$ cat src/rtl/acc_cpu_core.sv
// Accumulator CPU: fetch/decode/execute over a synchronous single-port memory.
// Latency: LDA/ADD/AND 6 cycles, NOT/INC/STA 4, JMP 3, HLT reaches HALT 3 after its fetch.
// No backpressure: memory is assumed to answer every read on the following cycle.
module acc_cpu_core #(
    parameter int DATA_W = 8,
    parameter int ADDR_W = 4
) (
    input  logic              clk,
    input  logic              rst_n,
    input  logic              start,
    input  logic [DATA_W-1:0] mem_rdata,
    output logic [ADDR_W-1:0] mem_addr,
    output logic              mem_re,
    output logic              mem_we,
    output logic [DATA_W-1:0] mem_wdata,
    output logic [DATA_W-1:0] ac_out,
    output logic              e_out,
    output logic [ADDR_W-1:0] pc_out,
    output logic              busy,
    output logic              halted
);

    if (DATA_W < ADDR_W + 3) begin : g_bad_width
        $error("acc_cpu_core: DATA_W must be at least ADDR_W+3");
    end

    localparam logic [2:0] OP_LDA = 3'b000;
    localparam logic [2:0] OP_STA = 3'b001;
    localparam logic [2:0] OP_ADD = 3'b010;
    localparam logic [2:0] OP_AND = 3'b011;
    localparam logic [2:0] OP_NOT = 3'b100;
    localparam logic [2:0] OP_INC = 3'b101;
    localparam logic [2:0] OP_JMP = 3'b110;

    typedef enum logic [3:0] {
        S_IDLE, S_FETCH, S_LOADIR, S_DECODE, S_MREAD,
        S_MLOAD, S_EXEC, S_STORE, S_HALT
    } state_t;

    state_t            state;
    logic [ADDR_W-1:0] pc;
    logic [ADDR_W-1:0] ar;
    logic [DATA_W-1:0] ir;
    logic [DATA_W-1:0] dr;
    logic [DATA_W-1:0] ac;
    logic              e;

    logic [2:0]        opcode;
    logic [ADDR_W-1:0] ir_addr;
    logic              ir_unused;

    assign opcode    = ir[DATA_W-1 -: 3];
    assign ir_addr   = ir[ADDR_W-1:0];
    assign ir_unused = ^ir;

    always_ff @(posedge clk) begin
        if (!rst_n) begin
            state <= S_IDLE;
            pc    <= '0;
            ar    <= '0;
            ir    <= '0;
            dr    <= '0;
            ac    <= '0;
            e     <= 1'b0;
        end else begin
            case (state)
                S_IDLE:   if (start) state <= S_FETCH;
                S_FETCH:  state <= S_LOADIR;
                S_LOADIR: begin
                    ir    <= mem_rdata;
                    pc    <= pc + ADDR_W'(1);
                    state <= S_DECODE;
                end
                S_DECODE: begin
                    ar <= ir_addr;
                    case (opcode)
                        OP_LDA, OP_ADD, OP_AND: state <= S_MREAD;
                        OP_NOT, OP_INC:         state <= S_EXEC;
                        OP_STA:                 state <= S_STORE;
                        OP_JMP: begin
                            pc    <= ir_addr;
                            state <= S_FETCH;
                        end
                        default:                state <= S_HALT;
                    endcase
                end
                S_MREAD:  state <= S_MLOAD;
                S_MLOAD: begin
                    dr    <= mem_rdata;
                    state <= S_EXEC;
                end
                S_EXEC: begin
                    // E is only ever written by the two arithmetic opcodes
                    case (opcode)
                        OP_LDA:  ac <= dr;
                        OP_ADD:  {e, ac} <= {1'b0, ac} + {1'b0, dr};
                        OP_AND:  ac <= ac & dr;
                        OP_NOT:  ac <= ~ac;
                        OP_INC:  {e, ac} <= {1'b0, ac} + (DATA_W+1)'(1);
                        default: ;
                    endcase
                    state <= S_FETCH;
                end
                S_STORE:  state <= S_FETCH;
                S_HALT:   state <= S_HALT;
                default:  state <= S_IDLE;
            endcase
        end
    end

    // Strobes are gated by rst_n so a reset landing on STORE never writes
    always_comb begin
        mem_addr  = '0;
        mem_re    = 1'b0;
        mem_we    = 1'b0;
        mem_wdata = '0;
        case (state)
            S_FETCH: begin
                mem_addr = pc;
                mem_re   = rst_n;
            end
            S_MREAD: begin
                mem_addr = ar;
                mem_re   = rst_n;
            end
            S_STORE: begin
                mem_addr  = ar;
                mem_we    = rst_n;
                mem_wdata = ac;
            end
            default: ;
        endcase
    end

    assign ac_out = ac;
    assign e_out  = e;
    assign pc_out = pc;
    assign busy   = (state != S_IDLE) && (state != S_HALT);
    assign halted = (state == S_HALT);

endmodule

$ cat config.mk
export PLATFORM = sky130hd
export DESIGN_NAME = acc_cpu_core
export DESIGN_NICKNAME = d
export VERILOG_FILES = /design/src/rtl/acc_cpu_core.sv
export SDC_FILE = /design/constraint.sdc
export NUM_CORES = 1
export LEC_CHECK = 0
export ABC_AREA = 0
export CAP_MARGIN = 40
export CORE_MARGIN = 2
export CORE_UTILIZATION = 49
export CTS_CLUSTER_SIZE = 16
export DETAILED_ROUTE_END_ITERATION = 7
export PLACE_DENSITY = 0.75
export SLEW_MARGIN = 20
export SYNTH_ARGS = -nofsm -noshare
export SYNTH_HDL_FRONTEND = slang
export SYNTH_SLANG_ARGS = --single-unit
$ cat constraint.sdc
create_clock -name clk -period 1.8 [get_ports clk]
set_input_delay 0.36 -clock clk [delete_from_list [all_inputs] [get_ports clk]]
set_output_delay 0.36 -clock clk [all_outputs]
set_load 0.02 [all_outputs]
Word level (Yosys, flattened, before mapping)

Cells that the tools add are included.

Bits in registers: 37
Output and inout port bits: 29

$add $sub $neg: 3
Equal/unequal tests: 17
Multiplexer cells: 11
Bitwise logic cells: 2
Reductions and logical operators: 15

Operator list:

| kind                | number |
|---|---|
| $pmux 8 s5          | 1 |
| $pmux 4 s8          | 1 |
| $eq 4x3->1 const B  | 4 |
| $pmux 4 s2          | 2 |
| $pmux 4 s4          | 1 |
| $add 8x1->9 const B | 1 |
| $add 8x8->9         | 1 |
| $eq 3x3->1 const B  | 3 |
| $and 8x8->8         | 1 |
| $eq 4x2->1 const B  | 2 |
| $mux 4              | 2 |
| $mux 8              | 1 |
| $not 8->8           | 1 |
| $reduce_or 2->1     | 4 |
| $eq 3x2->1 const B  | 2 |
| $reduce_and 2->1    | 3 |
| $reduce_bool 5->1   | 1 |
| $add 4x1->4 const B | 1 |
| $eq 4x1->1 const B  | 1 |
| $eq 4x4->1 const B  | 1 |
| $logic_not 4->1     | 1 |
| $ne 2x2->1 const B  | 2 |
| $ne 4x4->1 const B  | 1 |
| $reduce_bool 2->1   | 2 |
| 7 further kinds     | 8 |

Longest topological paths before layout

Word-level depth: 4
Depth in mapped cells: 7
Depth with buffers taken out: 7

Worst setup path after synthesis

OpenSTA, ideal clock, no wires.

Kind: register to register
From: register ac[0] (netlist: ac_out[0])
To: register e (netlist: e_out)
Setup time: 0.128 ns
Arrival: 1.978 ns
Data required time: 1.672 ns
Path slack: -0.306 ns
Stages on the path, launching flop included: 8
Period minus slack after synthesis: 2.106 ns
Cell sequence: dfxtp_1 ha_1 fa_1 a21o_1 a221oi_2 nor2_1 a2111oi_0 o41ai_1

Cells in the longest elaborated chain, start to end: 2
Elaborated cells between the ends (all ways): 3

Ends and longest elaborated chain:

| element                                           | RTL line | RTL |
|---|---|---|
| from (decl)                                       | 45       | `logic [DATA_W-1:0] ac;` |
| from (signal assigned)                            | 95       | `OP_LDA: ac <= dr;` |
| from (signal assigned)                            | 96       | `OP_ADD: {e, ac} <= {1'b0, ac} + {1'b0, dr};` |
| from (signal assigned)                            | 97       | `OP_AND: ac <= ac & dr;` |
| $add 8x1->9 / $add 8x8->9 (equally long branches) | 99, 96   |  |
| $pmux 1 s2 *                                      | 94       | `case (opcode)` |
| to (signal assigned)                              | 96       |  |
| to (signal assigned)                              | 99       | `OP_INC: {e, ac} <= {1'b0, ac} + (DATA_W+1)'(1);` |
| to (decl)                                         | 46       | `logic e;` |

Every way passes the cells marked *; elsewhere a longest branch is shown, timed or not.
A chain may end at the register's enable or synchronous reset.

Final worst setup path

From: register ac[0] (netlist: ac_out[0])
To: register ac[6] (netlist: ac_out[6])

Cells in the longest elaborated chain, start to end: 2
Elaborated cells between the ends (all ways): 3

Ends and longest elaborated chain:

| element                                           | RTL line |
|---|---|
| $add 8x1->9 / $add 8x8->9 (equally long branches) | 99, 96 |
| $pmux 8 s5 *                                      | 94 |

Marks and branches as above.

==> results.yml <==
run_status:
  violations: "setup timing"
  run_status: "complete, but fails checks"
critical_path:
  crit_type: "flip-flop to flip-flop"
  cp.required_ns: 2.02
  cp-start-kind: "flip-flop"
  arrival_ns: 2.27
  cp_max_fo: 2
  cp-end-kind: "flip-flop"
floorplanning:
  die_height_um: 75.77
  die_x_um: 75.77
  core_um2: 5042
  rows: 26
  die-area_um2: 5740
  pin_count: 40
  start_util: 0.5005
synth:
  synth_area_leaders: "dfxtp_1 (29%), nand2_1 (7.6%), a21oi_1 (6.9%), ha_1 (5.0%), mux2i_1 (4.0%)"
  synth_most_common_cell: "nand2_1"
  syn_inst: 316
  synthFlopType: "dfxtp_1"
  synth_fp_nets: 338
  async_flop_share: 0
  yosysTopAreaCell: "dfxtp_1"
  yosysSeqAreaShare: 0.2856
  synth.top_cell.area_share: 0.2856
  netlist_area_um2: 2524
  yosys_warnings: 0
  syn_avg_cell_area_um2: 7.986
  ys_ff_latch: 36
  ys_types: 63
  synth_common_cells: "nand2_1 (51), dfxtp_1 (36), a21oi_1 (35)"
  synth_edf_count: 0
clocking:
  clk_transition_reported_paths_ns: 0.08
  clock-root-buffer: "clkbuf_8"
  hold_buffers: 0
  worstSkewPairLatency_ns: 0.29
  ctsLongestPathBuffers: 2
  h-tree-depth: 2
  clkSinkCount: 36
  cts_buffers: 5
  cts_tree: "built"
grt:
  grt_usage: 0.2675
  grt_first_pass_wirelength_um: 11630
  grt-ovfl-total: 0
  grt_max_degree: 30
  antenna_found_initial: 0
  first_global_vias: 2396
layout:
  synthToLayoutAreaGrowth_pct: 40.85
  diodes: 0
  num-nets-final: 428
  final_util: 0.7050
  drive_above_1_share: 0.3170
  fin_area_um2: 3555
  fillers: 399
drt:
  drc_errors: 0
  finalWirelength_um: 7304
  drt-wirelength-per-cell_um: 15.31
  drtPass1Iterations: 8
  vias_per_cell: 5.675
  num_vias: 2707
  ant_nets: 0
  first_iter_violations: 257
pwr:
  power.leakage_nw: 1.590
  clkPwrFrac: 0.362
  power_mw: 1.789
  power_frac_comb: 0.171
  power_switching_mw: 0.4873
  powerDensity_nw_per_um2: 503.3
  p_seq_frac: 0.467
  p_sw_frac: 0.2724
  irDropWorstVdd_uv: 551.3
  internal_power_mw: 1.302
placed_design:
  pre_cts_slack_ns: -0.4345
  placed_cell_area_um2: 3366
  gp_congestion: 0.9892
  io_buffers: 39
  dp_hpwl_um: 5313
timing:
  relSlewSlack: 0.7176
  rsz0062_at_grt: "yes"
  fin_skew_ns: 0.01047
  finalMaxSlewViolations: 0
  tightest_slew_ns: 0.4233
  setup_ws_ns: -0.2543
  finalHoldViolCount: 0
  max_freq_mhz: 486.8
  finalCriticalPeriod_ns: 2.054
  fin_crit_sh: 1.141
  setup_viol: 4
hold_path:
  hp-class: "flip-flop to flip-flop"
flow_run:
  drv_cap: 0
-- per-layer routing --
| metal | vias to the layer above | GRT usage | share of wire |
|---|---|---|---|
| met4 | 0 | 0.09162 | 0.024 |
| met3 | 18 | 0.05159 | 0.061 |
| li1 | 1315 | - | - |
| met5 | - | 0 | 0 |
| met1 | 1265 | 0.3623 | 0.45 |
| met2 | 109 | 0.4262 | 0.46 |
-- per-stage QoR --
| step | TNS [ns] | hold slack (ns) | std cells |
|---|---|---|---|
| finish | -0.6444 | 0.4676 | 477 |
| CTS | -0.4788 | 0.4693 | 476 |
| detailed placement | -2.761 | 0.4607 | 465 |
| global route | -0.9632 | 0.4825 | 477 |
| global placement | -2.678 | 0.4477 | 465 |
| floorplan | -0.2487 | 0.4366 | 316 |
-- final cells by class --
| cell class | count | area, um2 | share of cell area |
|---|---|---|---|
| multi-input cells | 256 | 1810 | 0.5093 |
| repair buffers | 101 | 797.0 | 0.2242 |
| flip-flops and latches | 36 | 737.0 | 0.2073 |
| clock buffers | 8 | 100.1 | 0.02816 |
| well taps | 70 | 87.58 | 0.02464 |
| inverters | 6 | 22.52 | 0.006336 |
-- cell families after synthesis --
family	count (synthesis)	synth area share
and+or+nand+nor	135	0.2856
AOI/OAI and AO/OA	89	0.2424
DFF	36	0.2856
buffers and inverters	24	0.04710
muxes	11	0.04413
adders and majority gates	11	0.05751
xor gates and xnor gates	10	0.03768
-- final timing paths --
check                               from                      to  slack [ns]  depth (start not counted)
setup reg to reg  ac_out[0]$_SDFFE_PN0P_  ac_out[6]$_SDFFE_PN0P_       -0.25                          8
hold reg to reg       ar[3]$_SDFFE_PN0P_      ar[3]$_SDFFE_PN0P_        0.47                          2
setup / recovery  ac_out[0]$_SDFFE_PN0P_  ac_out[6]$_SDFFE_PN0P_       -0.25                          8
hold / removal        ar[3]$_SDFFE_PN0P_      ar[3]$_SDFFE_PN0P_        0.47                          2
-- power groups by stage --
stage	combinational (mW)	clock, mW	sequential [mW]
4_1_cts	0.298	0.647	0.835
2_1_floorplan	0.167	0	0.851
3_5_place_dp	0.297	0	0.851
3_3_place_gp	0.292	0	0.851
5_1_grt	0.331	0.685	0.838
6_report	0.306	0.648	0.835
-- sequential cells by signal, summed over array words and instances (netlist names) --
signal  flops
pc_out      4
e_out       1
ir          7
ac_out      8
dr          8
state       4
ar          4
-- cell usage in the layout (no fill, tap or decap), types with 5 or more instances in the layout --
master	instances
a21oi_1	31
o21ai_0	7
nor2_1	24
o21ai_1	5
nand2b_1	9
dlymetal6s2s_1	8
ha_1	8
nand3_1	10
mux2i_1	10
clkbuf_8	7
and2_1	9
clkdlybuf4s50_1	14
buf_2	15
buf_4	63
dfxtp_1	31
nand2_1	51
-- timing repair --
item                                    in CTS  in global routing
endpoints found under the setup margin      22                 27
pin swaps                                   10                 11
setup buffers                                3                  2
gates resized for setup                     72                 36
-- critical path, stage by stage (launching register included) --
cell	delay, ns
dfxtp_4	0.36
ha_4	0.16
fa_2	0.34
a21o_1	0.22
a221oi_2	0.31
buf_4	0.17
xnor2_2	0.11
a21oi_2	0.08
a221oi_2	0.23
(Power assumes the default switching activity.)
